## src/rtl/uart_rx_fifo.sv

```systemverilog
`default_nettype none
// ============================================================================
// Module   : uart_rx_fifo
// Purpose  : UART receive buffer. It takes one word per data_ready/data_ack
//            handshake and presents it on a first-word-fall-through read port.
//            Define UART_RX_OVERRUN_CNT_EN to build the saturating overrun counter.
// Revision : 1.0  initial release
// ============================================================================
module uart_rx_fifo #(
   parameter int DBITS      = 8,
   parameter int DEPTH_LOG2 = 4
) (
   input  logic                  clk_100MHz,
   input  logic                  reset_n,
   input  logic                  rx_data_ready,
   input  logic [DBITS-1:0]      rx_data,
   output logic                  rx_data_ack,
   input  logic                  rd_en,
   output logic [DBITS-1:0]      rd_data,
   output logic                  empty,
   output logic                  full,
   output logic [DEPTH_LOG2:0]   count,
   output logic                  overrun,
   input  logic                  overrun_clr,
   output logic [7:0]            overrun_cnt
);

   localparam int                  DEPTH      = 1 << DEPTH_LOG2;
   localparam logic [DEPTH_LOG2:0] COUNT_FULL = {1'b1, {DEPTH_LOG2{1'b0}}};

   typedef enum logic [1:0] {
      ST_IDLE = 2'd0,
      ST_ACK  = 2'd1,
      ST_WAIT = 2'd2
   } state_t;

   state_t                  state_q, state_d;
   logic                    ack_q, ack_d;
   logic [DBITS-1:0]        mem_q [DEPTH];
   logic [DBITS-1:0]        mem_d [DEPTH];
   logic [DEPTH_LOG2-1:0]   wr_ptr_q, wr_ptr_d;
   logic [DEPTH_LOG2-1:0]   rd_ptr_q, rd_ptr_d;
   logic [DEPTH_LOG2:0]     count_q, count_d;
   logic                    overrun_q, overrun_d;

   logic capture;
   logic wr_fire;
   logic drop;
   logic rd_fire;

   // Full and empty come from the occupancy before the edge, so a capture
   // while full is dropped even if a pop happens in the same cycle.
   assign full    = (count_q == COUNT_FULL);
   assign empty   = (count_q == '0);
   assign capture = (state_q == ST_IDLE) && rx_data_ready;
   assign wr_fire = capture && !full;
   assign drop    = capture && full;
   assign rd_fire = rd_en && !empty;

   always_comb begin
      state_d   = state_q;
      ack_d     = 1'b0;
      mem_d     = mem_q;
      wr_ptr_d  = wr_ptr_q;
      rd_ptr_d  = rd_ptr_q;
      count_d   = count_q;
      overrun_d = overrun_q;

      case (state_q)
         ST_IDLE: begin
            if (rx_data_ready) begin
               state_d = ST_ACK;
               ack_d   = 1'b1;
            end
         end
         ST_ACK:  state_d = ST_WAIT;
         // Hold here until the receiver drops data_ready, so one word is never captured twice.
         ST_WAIT: begin
            if (!rx_data_ready) begin
               state_d = ST_IDLE;
            end
         end
         default: state_d = ST_IDLE;
      endcase

      if (wr_fire) begin
         mem_d[wr_ptr_q] = rx_data;
         wr_ptr_d        = wr_ptr_q + 1'b1;
      end
      if (rd_fire) begin
         rd_ptr_d = rd_ptr_q + 1'b1;
      end

      case ({wr_fire, rd_fire})
         2'b10:   count_d = count_q + 1'b1;
         2'b01:   count_d = count_q - 1'b1;
         default: count_d = count_q;
      endcase

      if (drop) begin
         overrun_d = 1'b1;
      end else if (overrun_clr) begin
         overrun_d = 1'b0;
      end
   end

   always_ff @(posedge clk_100MHz or negedge reset_n) begin
      if (!reset_n) begin
         state_q   <= ST_IDLE;
         ack_q     <= 1'b0;
         mem_q     <= '{default: '0};
         wr_ptr_q  <= '0;
         rd_ptr_q  <= '0;
         count_q   <= '0;
         overrun_q <= 1'b0;
      end else begin
         state_q   <= state_d;
         ack_q     <= ack_d;
         mem_q     <= mem_d;
         wr_ptr_q  <= wr_ptr_d;
         rd_ptr_q  <= rd_ptr_d;
         count_q   <= count_d;
         overrun_q <= overrun_d;
      end
   end

`ifdef UART_RX_OVERRUN_CNT_EN
   logic [7:0] ovr_cnt_q, ovr_cnt_d;

   // A clear that coincides with a drop counts that drop, which leaves the counter at 1.
   always_comb begin
      ovr_cnt_d = ovr_cnt_q;
      if (overrun_clr) begin
         ovr_cnt_d = drop ? 8'd1 : 8'd0;
      end else if (drop && (ovr_cnt_q != 8'hFF)) begin
         ovr_cnt_d = ovr_cnt_q + 8'd1;
      end
   end

   always_ff @(posedge clk_100MHz or negedge reset_n) begin
      if (!reset_n) begin
         ovr_cnt_q <= 8'd0;
      end else begin
         ovr_cnt_q <= ovr_cnt_d;
      end
   end

   assign overrun_cnt = ovr_cnt_q;
`else
   assign overrun_cnt = 8'd0;
`endif

   assign rx_data_ack = ack_q;
   assign rd_data     = mem_q[rd_ptr_q];
   assign count       = count_q;
   assign overrun     = overrun_q;

endmodule
`default_nettype wire
```

## config.mk

```make
export PLATFORM = sky130hd
export DESIGN_NAME = uart_rx_fifo
export DESIGN_NICKNAME = d
export VERILOG_FILES = /design/src/rtl/uart_rx_fifo.sv
export SDC_FILE = /design/constraint.sdc
export NUM_CORES = 1
export LEC_CHECK = 0
export CAP_MARGIN = 20
export CORE_UTILIZATION = 60
export CTS_CLUSTER_DIAMETER = 50
export DETAILED_ROUTE_END_ITERATION = 16
export HOLD_SLACK_MARGIN = 0.15
export PLACE_DENSITY = 0.83
export SLEW_MARGIN = 40
export SYNTH_ARGS = -nofsm -noshare
export SYNTH_HDL_FRONTEND = slang
export SYNTH_SLANG_ARGS = --single-unit
```

## constraint.sdc

```tcl
create_clock -name clk_100MHz -period 3.33 [get_ports clk_100MHz]
set_input_delay 0.4995 -clock clk_100MHz [delete_from_list [all_inputs] [get_ports clk_100MHz]]
set_output_delay 0.4995 -clock clk_100MHz [all_outputs]
set_load 0.05 [all_outputs]
```

Word-level counts from Yosys, hierarchy flattened
Cells that the tools add are included.

storage, ports and cells
  logic and storage cells = 64
  bits of input ports = 13
  output and inout bits = 25
  flip-flop bits (word level) = 145

cells by class
  equality and inequality tests = 7
  reduce and logical (&&, ||, !) cells = 12
  bitwise gates (word level) = 2
  order comparisons = 3
  mux-type cells = 14
  add/sub/neg operators = 4

operators by type and width
  operator                                                    count
  bitwise mux 128 bit                                         1
  binary-select mux 8 bit (select 4 bit)                      1
  demux 8 bit (select 4 bit)                                  1
  two-way mux 8 bit                                           3
  >= comparator 5 bit, second input constant                  2
  NOT 4 -> 5 bit                                              2
  case mux 5 bit (2 select lines)                             1
  adder 4 x 1 -> 4 bit, second input constant                 2
  case mux 2 bit (3 select lines)                             1
  adder 5 x 1 -> 5 bit, second input constant                 1
  equality test 5 bit, second input constant                  1
  logical AND 1 bit                                           5
  zero test 5 bit                                             1
  less-than comparator 5 x 1 -> 1 bit, second input constant  1
  subtractor 5 x 1 -> 5 bit, second input constant            1
  equality test 2 x 1 -> 1 bit, second input constant         2
  equality test 2 bit, second input constant                  2
  two-way mux 1 bit                                           4
  two-way mux 2 bit                                           2
  != test 2 bit, second input constant                        2
  nonzero test 2 bit                                          2
  zero test 1 bit                                             2
  zero test 2 bit                                             1
  AND reduction 2 bit                                         1

Longest topological paths before layout
  depth after elaboration = 6
  gate-level depth with buffers = 11

Least setup slack after synthesis
Ideal clock, no wire load.

  path type = reg2reg
  start = register count_q[3] (netlist: count[3])
  end = register count_q[4] (netlist: count[4])
  slack = 0.495 ns
  period minus slack after synthesis = 2.835 ns
  cell stages (with the launch flop) = 9
  required time = 3.185 ns
  data arrival time = 2.690 ns
  buffers on the path = 0
  cells stage by stage = dfrtp_1 -> or4_1 -> o21a_1 -> ha_1 -> fa_1 -> a21o_1 -> a21oi_1 -> mux2i_1 -> xnor2_1

between the ends
  longest elaborated chain between the ends = 5
  elaborated cells between the ends (all ways) = 12

RTL lines
  what                                                                          line  RTL
  start: declaration                                                            43    logic [DEPTH_LOG2:0] count_q, count_d;
  start signal: assignment                                                      122   count_q <= count_d;
  zero test 5 bit (*)                                                           54    assign empty = (count_q == '0);
  zero test 1 bit (*)                                                           58    assign rd_fire = rd_en && !empty;
  logical AND 1 bit (*)                                                         58
  named net rd_fire                                                             49    logic rd_fire;
  equality test 2 x 1 -> 1 bit / equality test 2 bit (equally long branches)    94    case ({wr_fire, rd_fire})
  case mux 5 bit (2 select lines) / nonzero test 2 bit (equally long branches)  -

Mark *: on every way through the listed nets, which the timed path passes. The rest lies on a longest branch.
A chain may end at the register's enable or synchronous reset.

Worst setup path after layout
  start = register rd_ptr_q[2]
  end = output port rd_data[2]

between the ends
  longest elaborated chain between the ends = 4

RTL lines
  what                                                  line  RTL
  start: declaration                                    42    logic [DEPTH_LOG2-1:0] rd_ptr_q, rd_ptr_d;
  start signal: assignment                              121   rd_ptr_q <= rd_ptr_d;
  NOT 4 -> 5 bit (not written as such)                  154   assign rd_data = mem_q[rd_ptr_q];
  binary-select mux 8 bit (select 4 bit)                154
  two-way mux 8 bit (not written as such) (2 in a row)  154
  end: declaration                                      19    output logic [DBITS-1:0] rd_data,

Every way passes these cells. The select of a mux whose other input is x is not followed.

==> impl_metrics.csv <==
group,metric,value,unit
cells_and_area,final_util,69.9,%
critical_path,cp_cell_sequence,"and2_1, a221oi_1, o21ai_0, nand2_1, buf_4",
floorplanning,fp-row-count,39,
place,place_area,0.00725,mm^2
run_status,status,"finished clean",
synth,synthTopCellsByCount,"dfrtp_1, mux2_2, mux2i_1",
cells_and_area,area_delta_synth_final,13.6,%
route,top_layer_used,"met4",
floorplanning,dieWidth,110,um
synth,synth-seq-cells,145,
route,dr.pass1.iters,5,
timing,fmax,0.322,GHz
timing,whs,160,ps
critical_path,critPathLaunchType,"flip-flop",
route,drt_iter0_markers,266,
timing,setup_slack,227,ps
grt,grt_pass1_wl,22900,um
place,place_congestion,0.772,
timing,finalSetupTns,0,ps
critical_path,crit_family,"compound AO/OA/AOI/OAI gates",
cells_and_area,nets,527,
route,dr_wl_met3,467,um
cells_and_area,post_route_cells_drive_above_1_share,41.3,%
grt,antenna_found_initial,0,
power,powerDensity,1120,mW/mm^2
place,io_buffers,29,
route,wl_met1,6410,um
synth,synth.most_common_cell,"dfrtp_1",
route,detail-route-antenna-nets,0,
route,drc,0,
power,vdd_drop_max,0.606,mV
clocking,cts_resized,0,
clocking,clk_pin_slew,60,ps
timing,post-route-period-util,93.2,%
power,p_sw,3.23,mW
timing,skew,7.84,ps
place,dpl.hpwl,9230,um
grt,grt_pass1_vias,4292,
route,wl,14600,um
synth,synth-main-ff-cell,"dfrtp_1",
cells_and_area,finalNonFillerCells,660,
synth,async_reset_ff_share,100,%
critical_path,cpPeakStageDelay,640,ps
power,finalPower,8.93,mW
clocking,cts_sinks,145,
route,wl_per_cell,22.1,um
timing,worst_pin_slew,781,ps
timing,period_needed,3100,ps
clocking,cts_hold_buf,0,
synth,yosys.area.top_type,"dfrtp_1",
synth,synth_edf_count,0,
timing,slew_violations,0,
critical_path,path_class,"reg -> out",
synth,synth-seq-area-share,51.9,%
route,vias_per_cell,6.13,
run,cap_violations,0,
grt,grt.overflow.total,0,
clocking,cts_buffers,17,
synth,yosysWarnings,0,
critical_path,endpoint_kind,"output pin",
clocking,htree_levels,4,
power,intPower,5.70,mW
critical_path,cp_data_required_time,2830,ps
synth,synth_area,0.00699,mm^2
grt,groute.usage.overall,26.4,%
place,place_inst,628,
floorplanning,io-pin-count,38,
clocking,post_cts_buffers,0,
timing,slew-limit-headroom,48.0,%
synth,synth_top_cell_area_share,51.9,%
clocking,clk_latency,420,ps
clocking,clockBufferDepth,2,
clocking,cts_root_buf,"clkbuf_16",
floorplanning,start_util,61.5,%
grt,grt_max_degree,93,
timing,finalSetupViolations,0,
power,p_sw_share,36.2,%
power,power_leakage,3.67,nW
critical_path,crit_slowest_cell,"a221oi_1",
worst_hold_path,hp-class,"in -> async",
timing,timing_hold_violations_final,0,
critical_path,crit_arrival,2600,ps
clocking,cts_tree,"done",
critical_path,cp_max_fo,17,
synth,synthDistinctLibCells,39,
power,seqPwrFrac,34.4,%
floorplanning,fp.coreArea,0.0114,mm^2
timing,rsz0062_at_grt,"no",
place,pre_cts_slack,236,ps
critical_path,crit_buf_inv,1,
power,p_comb_share,40.8,%
synth,syn_avg_cell_area,14.4,um^2
synth,synth_area_leaders,"dfrtp_1, mux2_2, mux4_2",
route,vias,4044,
floorplanning,die-area,0.0121,mm^2
cells_and_area,final_cell_area,0.00794,mm^2
route,dr_wl_met2,7370,um
floorplanning,die_h,110,um
power,clkPwrFrac,24.8,%
synth,netlist_instances,487,
## layer usage
layer / vias to the layer above / track usage [%]
met5: - / 0
met4: 0 / 11.3
met3: 28 / 6.22
met2: 96 / 42.5
met1: 2120 / 34.4
li1: 1800 / -
## cells in the final DEF, fill, tap and decap left out, types with 12 or more instances in the layout
master,Yosys,routed
a221oi_1,16,16
buf_4,16,13
clkbuf_16,0,17
clkdlybuf4s50_1,0,20
dfrtp_1,145,144
mux2_2,126,126
mux2i_1,33,33
mux4_2,16,16
nand2_1,14,14
o21ai_0,12,12
## final cells by class
type	instances	area, um^2
fill	737	3430
antenna	1	2.50
timing repair buffer	37	372
tap	143	179
multi-input combinational	294	3040
clock inverter	9	201
sequential	145	3630
inverter	9	33.8
clock buffer	22	484
## sequential cells by signal, indices dropped and copies added, names as in the netlist
| register | count |
|---|---|
| mem_q | 128 |
| count | 5 |
| rd_ptr_q | 4 |
| wr_ptr_q | 4 |
| state_q | 2 |
| overrun | 1 |
| rx_data_ack | 1 |
## power groups by stage
stage          clock (mW)  sequential [mW]  combinational [mW]
2_1_floorplan           0             2.98                2.74
3_3_place_gp            0             3.00                3.48
3_5_place_dp            0             3.07                3.59
4_1_cts              2.23             3.07                3.65
5_1_grt              2.31             3.17                3.86
6_report             2.22             3.07                3.64
## cells by family after synthesis
kind of cell	Yosys count	synth area share, %
muxes	179	31.0
DFF	145	51.9
buffers and inverters	55	5.03
and+or+nand+nor	44	4.47
AOI/OAI and AO/OA	43	4.40
adders and majority gates	10	1.90
xor gates and xnor gates	10	1.25
other	1	0.0536
## worst paths after layout
check                             from         end  slack, ps  depth (start not counted)
max                        rd_ptr_q[2]  rd_data[2]        230                          5
min                            reset_n   mem_q[76]        160                          1
max reg2reg                   count[2]    count[4]        550                          8
min reg2reg                 mem_q[117]  mem_q[117]        500                          1
max in group asynchronous      reset_n   mem_q[10]       2400                          2
min in group clk_100MHz     mem_q[117]  mem_q[117]        500                          1
(Power assumes the default switching activity.)
